## config.mk

```make
export PLATFORM = sky130hd
export DESIGN_NAME = alu_8bit_pb_flat
export DESIGN_NICKNAME = d
export VERILOG_FILES = /design/src/rtl/alu_8bit_pb_if.sv /design/src/rtl/alu_8bit_pb.sv /design/src/flat_wrapper.sv
export SDC_FILE = /design/constraint.sdc
export NUM_CORES = 1
export LEC_CHECK = 0
export ABC_AREA = 1
export BUFFER_PORTS_ARGS = -buffer_cell sky130_fd_sc_hd__buf_2
export CELL_PAD_IN_SITES_DETAIL_PLACEMENT = 0
export CELL_PAD_IN_SITES_GLOBAL_PLACEMENT = 2
export CORE_UTILIZATION = 34
export CTS_CLUSTER_DIAMETER = 100
export CTS_CLUSTER_SIZE = 24
export DETAILED_ROUTE_END_ITERATION = 6
export MAX_ROUTING_LAYER = met4
export PLACE_DENSITY_LB_ADDON = 0.2
export SLEW_MARGIN = 0
export SYNTH_ARGS = -nofsm -noshare
export SYNTH_HDL_FRONTEND = slang
export SYNTH_SLANG_ARGS = --single-unit
```

## constraint.sdc

```tcl
create_clock -name clk -period 1.8 [get_ports clk]
set_clock_uncertainty 0.2 [all_clocks]
set_input_delay 0 -clock clk [delete_from_list [all_inputs] [get_ports clk]]
set_output_delay 0 -clock clk [all_outputs]
set_load 0.01 [all_outputs]
```

## src/rtl/alu_8bit_pb_if.sv

```systemverilog
`default_nettype none
// ============================================================================
// Module      : alu_8bit_pb_if
// Description : Switch/button/LED bundle for the pushbutton ALU board top.
// Revision    : 1.0 - initial release
// ============================================================================
interface alu_8bit_pb_if;
  logic [7:0] a;
  logic [7:0] b;
  logic [1:0] PB;
  logic [7:0] led;

  modport master (
    output a,
    output b,
    output PB,
    input  led
  );

  modport slave (
    input  a,
    input  b,
    input  PB,
    output led
  );
endinterface
`default_nettype wire

```

## src/rtl/alu_8bit_pb.sv

```systemverilog
`default_nettype none
// ============================================================================
// Module      : alu_8bit_pb
// Description : 8-operation 8-bit ALU; PB[0] steps the op, PB[1] toggles the
//               LED view between the result and {op,0,C,Z,N,V}.
// Revision    : 1.0 - initial release
// ============================================================================
module alu_8bit_pb #(
  parameter int SYNC_STAGES = 2
) (
  input  logic          clk,
  input  logic          rst_n,
  alu_8bit_pb_if.slave  bus
);

  localparam logic [2:0] c_OP_ADD = 3'd0;
  localparam logic [2:0] c_OP_SUB = 3'd1;
  localparam logic [2:0] c_OP_AND = 3'd2;
  localparam logic [2:0] c_OP_OR  = 3'd3;
  localparam logic [2:0] c_OP_XOR = 3'd4;
  localparam logic [2:0] c_OP_NOT = 3'd5;
  localparam logic [2:0] c_OP_SHL = 3'd6;
  localparam logic [2:0] c_OP_SHR = 3'd7;

  // Presses are ignored until the synchronizer and prev flop have both seen
  // real button levels, so a button held through reset never fires.
  localparam int c_SETTLE = SYNC_STAGES + 1;
  localparam int c_SW     = $clog2(c_SETTLE + 1);

  // Asynchronous assert, synchronous release of the internal reset.
  logic [1:0] r_rst_sync;
  logic       w_rst_n;

  always_ff @(posedge clk or negedge rst_n) begin
    if (!rst_n) r_rst_sync <= 2'b00;
    else        r_rst_sync <= {r_rst_sync[0], 1'b1};
  end

  assign w_rst_n = r_rst_sync[1];

  logic [SYNC_STAGES-1:0][1:0] r_sync;
  logic [1:0]                  r_prev;
  logic [c_SW-1:0]             r_settle;
  logic [1:0]                  w_sync_out;
  logic                        w_armed;
  logic [1:0]                  w_press;

  assign w_sync_out = r_sync[SYNC_STAGES-1];
  assign w_armed    = (r_settle == c_SW'(c_SETTLE));
  assign w_press    = w_sync_out & ~r_prev & {2{w_armed}};

  always_ff @(posedge clk or negedge w_rst_n) begin
    if (!w_rst_n) begin
      r_sync   <= '0;
      r_prev   <= 2'b00;
      r_settle <= '0;
    end else begin
      r_sync <= {r_sync[SYNC_STAGES-2:0], bus.PB};
      r_prev <= w_sync_out;
      if (!w_armed) r_settle <= r_settle + c_SW'(1);
    end
  end

  logic [2:0] r_op;
  logic       r_view;

  always_ff @(posedge clk or negedge w_rst_n) begin
    if (!w_rst_n) begin
      r_op   <= 3'd0;
      r_view <= 1'b0;
    end else begin
      if (w_press[0]) r_op   <= r_op + 3'd1;
      if (w_press[1]) r_view <= ~r_view;
    end
  end

  logic [8:0] w_sum9;
  logic [8:0] w_diff9;
  logic [7:0] w_res;
  logic       w_c;
  logic       w_v;

  assign w_sum9  = {1'b0, bus.a} + {1'b0, bus.b};
  assign w_diff9 = {1'b0, bus.a} - {1'b0, bus.b};

  always_comb begin
    w_res = 8'h00;
    w_c   = 1'b0;
    w_v   = 1'b0;
    case (r_op)
      c_OP_ADD: begin
        w_res = w_sum9[7:0];
        w_c   = w_sum9[8];
        w_v   = (bus.a[7] == bus.b[7]) && (w_sum9[7] != bus.a[7]);
      end
      c_OP_SUB: begin
        w_res = w_diff9[7:0];
        // The 9th bit of the zero-extended difference is the unsigned borrow.
        w_c   = w_diff9[8];
        w_v   = (bus.a[7] != bus.b[7]) && (w_diff9[7] != bus.a[7]);
      end
      c_OP_AND: w_res = bus.a & bus.b;
      c_OP_OR:  w_res = bus.a | bus.b;
      c_OP_XOR: w_res = bus.a ^ bus.b;
      c_OP_NOT: w_res = ~bus.a;
      c_OP_SHL: begin
        w_res = {bus.a[6:0], 1'b0};
        w_c   = bus.a[7];
      end
      c_OP_SHR: begin
        w_res = {1'b0, bus.a[7:1]};
        w_c   = bus.a[0];
      end
      default: w_res = 8'h00;
    endcase
  end

  logic [7:0] r_res;
  logic [3:0] r_flags;
  logic [2:0] r_op_q;
  logic [7:0] r_led;

  always_ff @(posedge clk or negedge w_rst_n) begin
    if (!w_rst_n) begin
      r_res   <= 8'h00;
      r_flags <= 4'h0;
      r_op_q  <= 3'd0;
      r_led   <= 8'h00;
    end else begin
      r_res   <= w_res;
      r_flags <= {w_c, (w_res == 8'h00), w_res[7], w_v};
      r_op_q  <= r_op;
      r_led   <= r_view ? {r_op_q, 1'b0, r_flags} : r_res;
    end
  end

  assign bus.led = r_led;

endmodule
`default_nettype wire

```

## src/flat_wrapper.sv

```systemverilog
// flat-port wrapper written by rule: the top's interface ports become plain ports
module alu_8bit_pb_flat 
#(
  parameter int SYNC_STAGES = 2
)
  (clk, rst_n, bus_a, bus_b, bus_PB, bus_led);
  alu_8bit_pb_if bus_i ();
  input  logic clk;
  input  logic rst_n;
  input wire logic [$bits(bus_i.a)-1:0] bus_a;
  input wire logic [$bits(bus_i.b)-1:0] bus_b;
  input wire logic [$bits(bus_i.PB)-1:0] bus_PB;
  output wire logic [$bits(bus_i.led)-1:0] bus_led;
  assign bus_i.a = bus_a;
  assign bus_i.b = bus_b;
  assign bus_i.PB = bus_PB;
  assign bus_led = bus_i.led;
  alu_8bit_pb #(.SYNC_STAGES(SYNC_STAGES)) u_core (.clk(clk), .rst_n(rst_n), .bus(bus_i));
endmodule
```

==> results of run 1 <==
[how the worst min path moves through the flow]
stage	slack, ns	end	cells after the start
6_report	0.02	u_core.r_flags[3]$_DFF_PN0_	5
4_1_cts	0.03	u_core.r_flags[3]$_DFF_PN0_	5
2_1_floorplan	-0.50	u_core.r_rst_sync[0]$_DFF_PN0_	0
5_1_grt	0.04	u_core.r_flags[3]$_DFF_PN0_	5
3_3_place_gp	-0.42	u_core.r_rst_sync[1]$_DFF_PN0_	1
3_5_place_dp	-0.41	u_core.r_rst_sync[0]$_DFF_PN0_	1
[Yosys cell counts (all sizes together)]
| cell type | count | area share |
|---|---|---|
| clkbuf | 1 | 0.0014 |
| a21oi | 11 | 0.022 |
| nand3b | 1 | 0.0028 |
| nor2 | 33 | 0.053 |
| o21ai | 11 | 0.020 |
| or2 | 1 | 0.0023 |
| o211ai | 1 | 0.0028 |
| o22ai | 6 | 0.014 |
| xor2 | 2 | 0.0065 |
| inv | 65 | 0.090 |
| bufbuf | 1 | 0.012 |
| dfrtp | 36 | 0.33 |
| mux2 | 1 | 0.0042 |
| nand3 | 41 | 0.081 |
| ha | 31 | 0.14 |
| a21boi | 1 | 0.0028 |
| nand4 | 7 | 0.016 |
| nor3 | 6 | 0.013 |
| o21a | 1 | 0.0028 |
| xnor2 | 1 | 0.0032 |
| fa | 2 | 0.015 |
| a211oi | 1 | 0.0028 |
| buf | 4 | 0.011 |
| nand2 | 94 | 0.14 |
| conb | 1 | 0.0014 |
[sequential cells by signal, indices dropped and copies added, names as in the netlist]
signal	flops
u_core.r_view	1
u_core.bus.led	8
u_core.r_flags	4
u_core.r_op_q	3
u_core.r_rst_sync	2
u_core.w_sync_out	2
u_core.r_sync	2
u_core.r_op	3
u_core.r_prev	2
u_core.r_res	7
u_core.r_settle	2
[timing repair]
action / CTS / global route
cloned: 0 / 0
resized for setup: 32 / 12
endpoints found under the hold margin: 8 / 0
hold buffers: 7 / 0
pin swaps: 24 / 9
setup endpoints to repair: 10 / 10
buffers inserted: 11 / 1
[area by class of cell]
class                   instances  share of cell area
clock buffers                   5              0.0182
clock inverters                 3             0.00496
inverters                      65              0.0658
multi-input cells             253               0.442
flip-flops and latches         36               0.239
well taps                     102              0.0337
repair buffers                104               0.196
[through the flow]
| stage | hold slack [ns] | instances | total power [µW] | util |
|---|---|---|---|---|
| after global routing | 0.0410 | 568 | 5310 | 0.492 |
| after detailed placement | -0.413 | 545 | 3760 | 0.442 |
| after floorplan | -0.496 | 360 | 2820 | - |
| after global placement | -0.416 | 545 | 3750 | 0.442 |
| after CTS | 0.0251 | 568 | 4780 | 0.486 |
| final | 0.0231 | 568 | 4870 | 0.492 |
[kinds of logic after synthesis]
group           after synthesis  share of synthesized area
flops                        36                      0.333
simple gates                183                      0.312
buf+inv                      71                      0.114
other cells                   1                    0.00139
fa+ha+maj                    33                      0.158
compound gates               32                     0.0671
mux                           1                    0.00417
xor+xnor                      3                    0.00972
[per-layer routing]
layer	vias up	part of all wire	wire length, µm	track usage
li1	1342	-	-	-
met1	1139	0.47	3330	0.232
met2	42	0.49	3510	0.326
met3	9	0.026	181	0.0176
met4	0	0.0099	70	0.0423
met5	-	0	0	-
[worst max-delay path: stages (launching register included)]
cell,delay (ns)
dfrtp_2,0.45
ha_4,0.19
ha_4,0.19
inv_4,0.08
nor2_1,0.04
a21oi_1,0.11
nand2_1,0.08
nor2_2,0.12
nand3_4,0.09
nor3_2,0.16
nand3_1,0.08
nor2_1,0.10
[report_power, final]
part	leakage, µW	internal [µW]	switching (µW)
Clock	0.0000479	269	271
Combinational	0.00161	1420	1650
Sequential	0.000423	1100	149
Total	0.00208	2800	2070
==> out/results.ini, run 1 <==
[grt]
grt_pass1_vias = 2478
antenna_found_initial = 0
grt_pass1_wl_um = 11800
track_usage = 0.186
grt_max_degree = 35
grt_overflow = 0

[cts]
clk_pin_slew_ns = 0.07
cts_buffers = 5
cts_htree_levels = 2
clock_latency_ns = 0.28
tritoncts = yes
clock_sink_count = 36
cts_root_buffer = clkbuf_8
clock_path_buffers = 2

[timing]
hold_violations = 0
timing.final.crit_period_ns = 1.99
slew_violations = 0
rsz0062_at_grt = true
worst_slack_ns = -0.185
timing.setup.tns_ns = -0.644
fmax_ghz = 0.504
setup_violations = 6
fin_crit_sh = 1.10

[yosys]
syn_inst = 360
synth_area_per_cell_um2 = 7.51
synth.cell_area_um2 = 2700
yosysUniqueCellTypes = 36
syn_nets = 413
yosysSeqAreaShare = 0.333
yosys_warnings = 0
yosys_register_bits = 36

[placed_design]
dp_slack_ns = -0.315
place.gp.congestion = 0.868
placed_area_um2 = 3400
dpl.hpwl_um = 5710
portBuffers = 27

[drt]
drtPass1Iterations = 5
drc_errors = 0
via_per_inst = 4.46
wirelength_um = 7100
final_antenna_net_count = 0
post_drt_wl_per_cell_um = 12.5
drt_iter0_drc = 85
vias = 2532

[critical_path]
crit_type = register to register
worstReg2RegEnd = u_core.r_flags[2]$_DFF_PN0_
cp-end-kind = register
rrSetupSlack_ns = -0.19
r2r_cells = 11
critPathLaunchType = register
crit_end = u_core.r_flags[2]$_DFF_PN0_
rr_startpoint = u_core.r_op[0]$_DFFE_PN0P_
worstPathArrival_ns = 1.99
critPathLaunch = u_core.r_op[0]$_DFFE_PN0P_
crit_required_ns = 1.81
cp_max_fo = 5

[power]
p_per_area_nw_per_um2 = 1290
peakVddDrop_mv = 0.404
p_leak_uw = 0.00208

[floorplan]
rows = 32
num_io_pins = 28
start_util = 0.352
die_h_um = 91.2
die_w_um = 91.2
core_region_area_um2 = 7690
die_area_um2 = 8310

[final_layout]
layout_common_cells = nand2_1, buf_4, inv_1
area_growth_pct = 40.0
final_cell_area_um2 = 3780
antennaDiodeCount = 0
multi_input_area_um2 = 1670
nNetsFinal = 518
register_area_um2 = 905
layout_commonest_cell = nand2_1
drive_gt1_frac = 0.350
fillers = 786

[worst_hold_path]
hold_start = bus_a[0]
hold_path.class = primary input to register

[run_status]
status = finished, violations left
violations = setup timing

[flow_run]
maxCapViolCount = 0

Power figures use the tool's default switching activity.
==> run 2, diff against run 1 <==
SETUP_SLACK_MARGIN = 0.3   (was unset)
==> out/results.ini, run 2 (same netlist as run 1, synthesis figures left out) <==
[worst_hold_path]
hold_path.class = primary input to register  ; unchanged

[timing]
hold_violations = 0  ; unchanged
rsz0062_at_grt = true  ; unchanged
worst_slack_ns = -0.177  ; was -0.185 ns
setup_violations = 9  ; was 6
slew_violations = 0  ; unchanged
fin_crit_sh = 1.10  ; about the same
fmax_ghz = 0.506  ; was 0.504 GHz
timing.final.crit_period_ns = 1.98  ; was 1.99 ns

[floorplan]
rows = 32  ; unchanged
core_region_area_um2 = 7690  ; unchanged
num_io_pins = 28  ; unchanged
die_h_um = 91.2  ; unchanged
die_w_um = 91.2  ; unchanged
die_area_um2 = 8310  ; unchanged
start_util = 0.352  ; unchanged

[cts]
cts_htree_levels = 2  ; unchanged
cts_root_buffer = clkbuf_8  ; unchanged
cts_buffers = 5  ; unchanged
clock_path_buffers = 2  ; unchanged
tritoncts = yes  ; unchanged
clock_sink_count = 36  ; unchanged
clk_pin_slew_ns = 0.07  ; about the same
clock_latency_ns = 0.28  ; about the same

[placed_design]
placed_area_um2 = 3410  ; was 3400 µm²
portBuffers = 27  ; unchanged
dpl.hpwl_um = 5790  ; was 5710 µm
place.gp.congestion = 0.918  ; was 0.868

[drt]
final_antenna_net_count = 0  ; unchanged
drc_errors = 0  ; unchanged
via_per_inst = 4.53  ; was 4.46
vias = 2612  ; was 2532
drtPass1Iterations = 4  ; was 5
wirelength_um = 7150  ; was 7100 µm
post_drt_wl_per_cell_um = 12.4  ; was 12.5 µm
drt_iter0_drc = 66  ; was 85

[power]
p_leak_uw = 0.00216  ; was 0.00208 µW
pwr-share-clk = 0.129  ; was 0.111
peakVddDrop_mv = 0.549  ; was 0.404 mV
comb_power_share = 0.640  ; was 0.632
p_seq_frac = 0.231  ; was 0.258
p_switching_uw = 2180  ; was 2070 µW
p_per_area_nw_per_um2 = 1370  ; was 1290 nW/µm²
switching_share = 0.403  ; was 0.425
p_int_uw = 3240  ; was 2800 µW

[grt]
grt_pass1_vias = 2642  ; was 2478
antenna_found_initial = 0  ; unchanged
track_usage = 0.189  ; was 0.186
grt_max_degree = 35  ; unchanged
grt_overflow = 0  ; unchanged
grt_pass1_wl_um = 12200  ; was 11800 µm

[final_layout]
layout_common_cells = nand2_1, buf_4, inv_1  ; unchanged
nNetsFinal = 527  ; was 518
final_core_util = 0.516  ; was 0.492
final_cell_area_um2 = 3970  ; was 3780 µm²
area_growth_pct = 46.7  ; was 40.0%
layout_commonest_cell = nand2_1  ; unchanged
drive_gt1_frac = 0.387  ; was 0.350
antennaDiodeCount = 0  ; unchanged
largest_register_ffs = 8  ; unchanged

[critical_path]
cp_max_fo = 6  ; was 5
rr_startpoint = u_core.r_op[1]$_DFFE_PN0P_  ; was u_core.r_op[0]$_DFFE_PN0P_
rrSetupSlack_ns = -0.18  ; was -0.19 ns
crit_type = register to register  ; unchanged
worstPathArrival_ns = 1.95  ; was 1.99 ns
worstReg2RegEnd = u_core.r_flags[2]$_DFF_PN0_  ; unchanged
critPathLaunch = u_core.r_op[1]$_DFFE_PN0P_  ; was u_core.r_op[0]$_DFFE_PN0P_
cp-end-kind = register  ; unchanged
r2r_cells = 10  ; was 11
critPathLaunchType = register  ; unchanged
crit_end = u_core.r_flags[2]$_DFF_PN0_  ; unchanged
crit_required_ns = 1.77  ; was 1.81 ns

[run_status]
status = finished, violations left  ; unchanged
violations = setup timing  ; unchanged

[flow_run]
maxCapViolCount = 0  ; unchanged

==> run 2: per-stage QoR <==
| step | setup WS, ns | hold WS (ns) | cells | TNS (ns) | total power, µW |
|---|---|---|---|---|---|
| final | -0.177 | 0.0118 | 577 | -1.01 | 5420 |
| after detailed placement | -0.333 | -0.413 | 546 | -1.80 | 3790 |
| after global placement | -0.306 | -0.416 | 546 | -1.29 | 3780 |
| after floorplan | -0.111 | -0.496 | 360 | -0.111 | 2830 |
| after CTS | -0.149 | 0.00747 | 573 | -0.628 | 5180 |
| after global routing | -0.282 | 0.0288 | 577 | -1.79 | 5860 |
==> run 2: final cells by class <==
type | instances | area [µm²]
tap | 102 | 128
clock inverter | 3 | 46.3
fill | 792 | 3720
multi-input combinational | 253 | 1730
sequential | 36 | 905
timing repair buffer | 113 | 838
clock buffer | 5 | 68.8
inverter | 65 | 254
==> run 2: power by group through the flow <==
stage,logic (µW),registers [µW],clock network [µW]
global placement,2530,1240,0
floorplan,1560,1270,0
detailed placement,2540,1250,0
finish,3470,1250,697
global route,3820,1280,759
CTS,3210,1250,722
==> run 2: critical path, stage by stage, from the launching register on <==
cell and delay (ns):
dfrtp_2 0.46, ha_4 0.20, ha_4 0.19, nor2_4 0.11, nand3_4 0.11, nor2_4 0.22
nand3_1 0.13, nand3_2 0.11, nor3_2 0.05, nand3_1 0.06, nor2_1 0.04
==> run 2: how the worst min path moves through the flow <==
stage | start | end | slack [ns] | cells past startpoint
3_5_place_dp | rst_n | u_core.r_rst_sync[0]$_DFF_PN0_ | -0.41 | 1
4_1_cts | bus_a[0] | u_core.r_flags[3]$_DFF_PN0_ | 0.007 | 5
5_1_grt | bus_a[0] | u_core.r_flags[3]$_DFF_PN0_ | 0.03 | 5
3_3_place_gp | rst_n | u_core.r_rst_sync[1]$_DFF_PN0_ | -0.42 | 1
2_1_floorplan | rst_n | u_core.r_rst_sync[0]$_DFF_PN0_ | -0.50 | 0
6_report | bus_a[0] | u_core.r_flags[3]$_DFF_PN0_ | 0.01 | 5
==> run 2: metal layers <==
| metal | GRT usage | vias up | routed length (µm) |
|---|---|---|---|
| li1 | - | 1362 | - |
| met1 | 0.243 | 1205 | 3360 |
| met2 | 0.317 | 36 | 3560 |
| met3 | 0.0184 | 9 | 122 |
| met4 | 0.0569 | 0 | 104 |
| met5 | - | - | 0 |
==> run 2: repair_timing <==
item                                    in CTS  in global routing
gates resized for setup                     43                 26
hold buffers                                 8                  0
buffers inserted                            11                  4
endpoints found under the hold margin        8                  0
pin swaps                                   22                 17
endpoints found under the setup margin      11                 11
cloned                                       0                  0
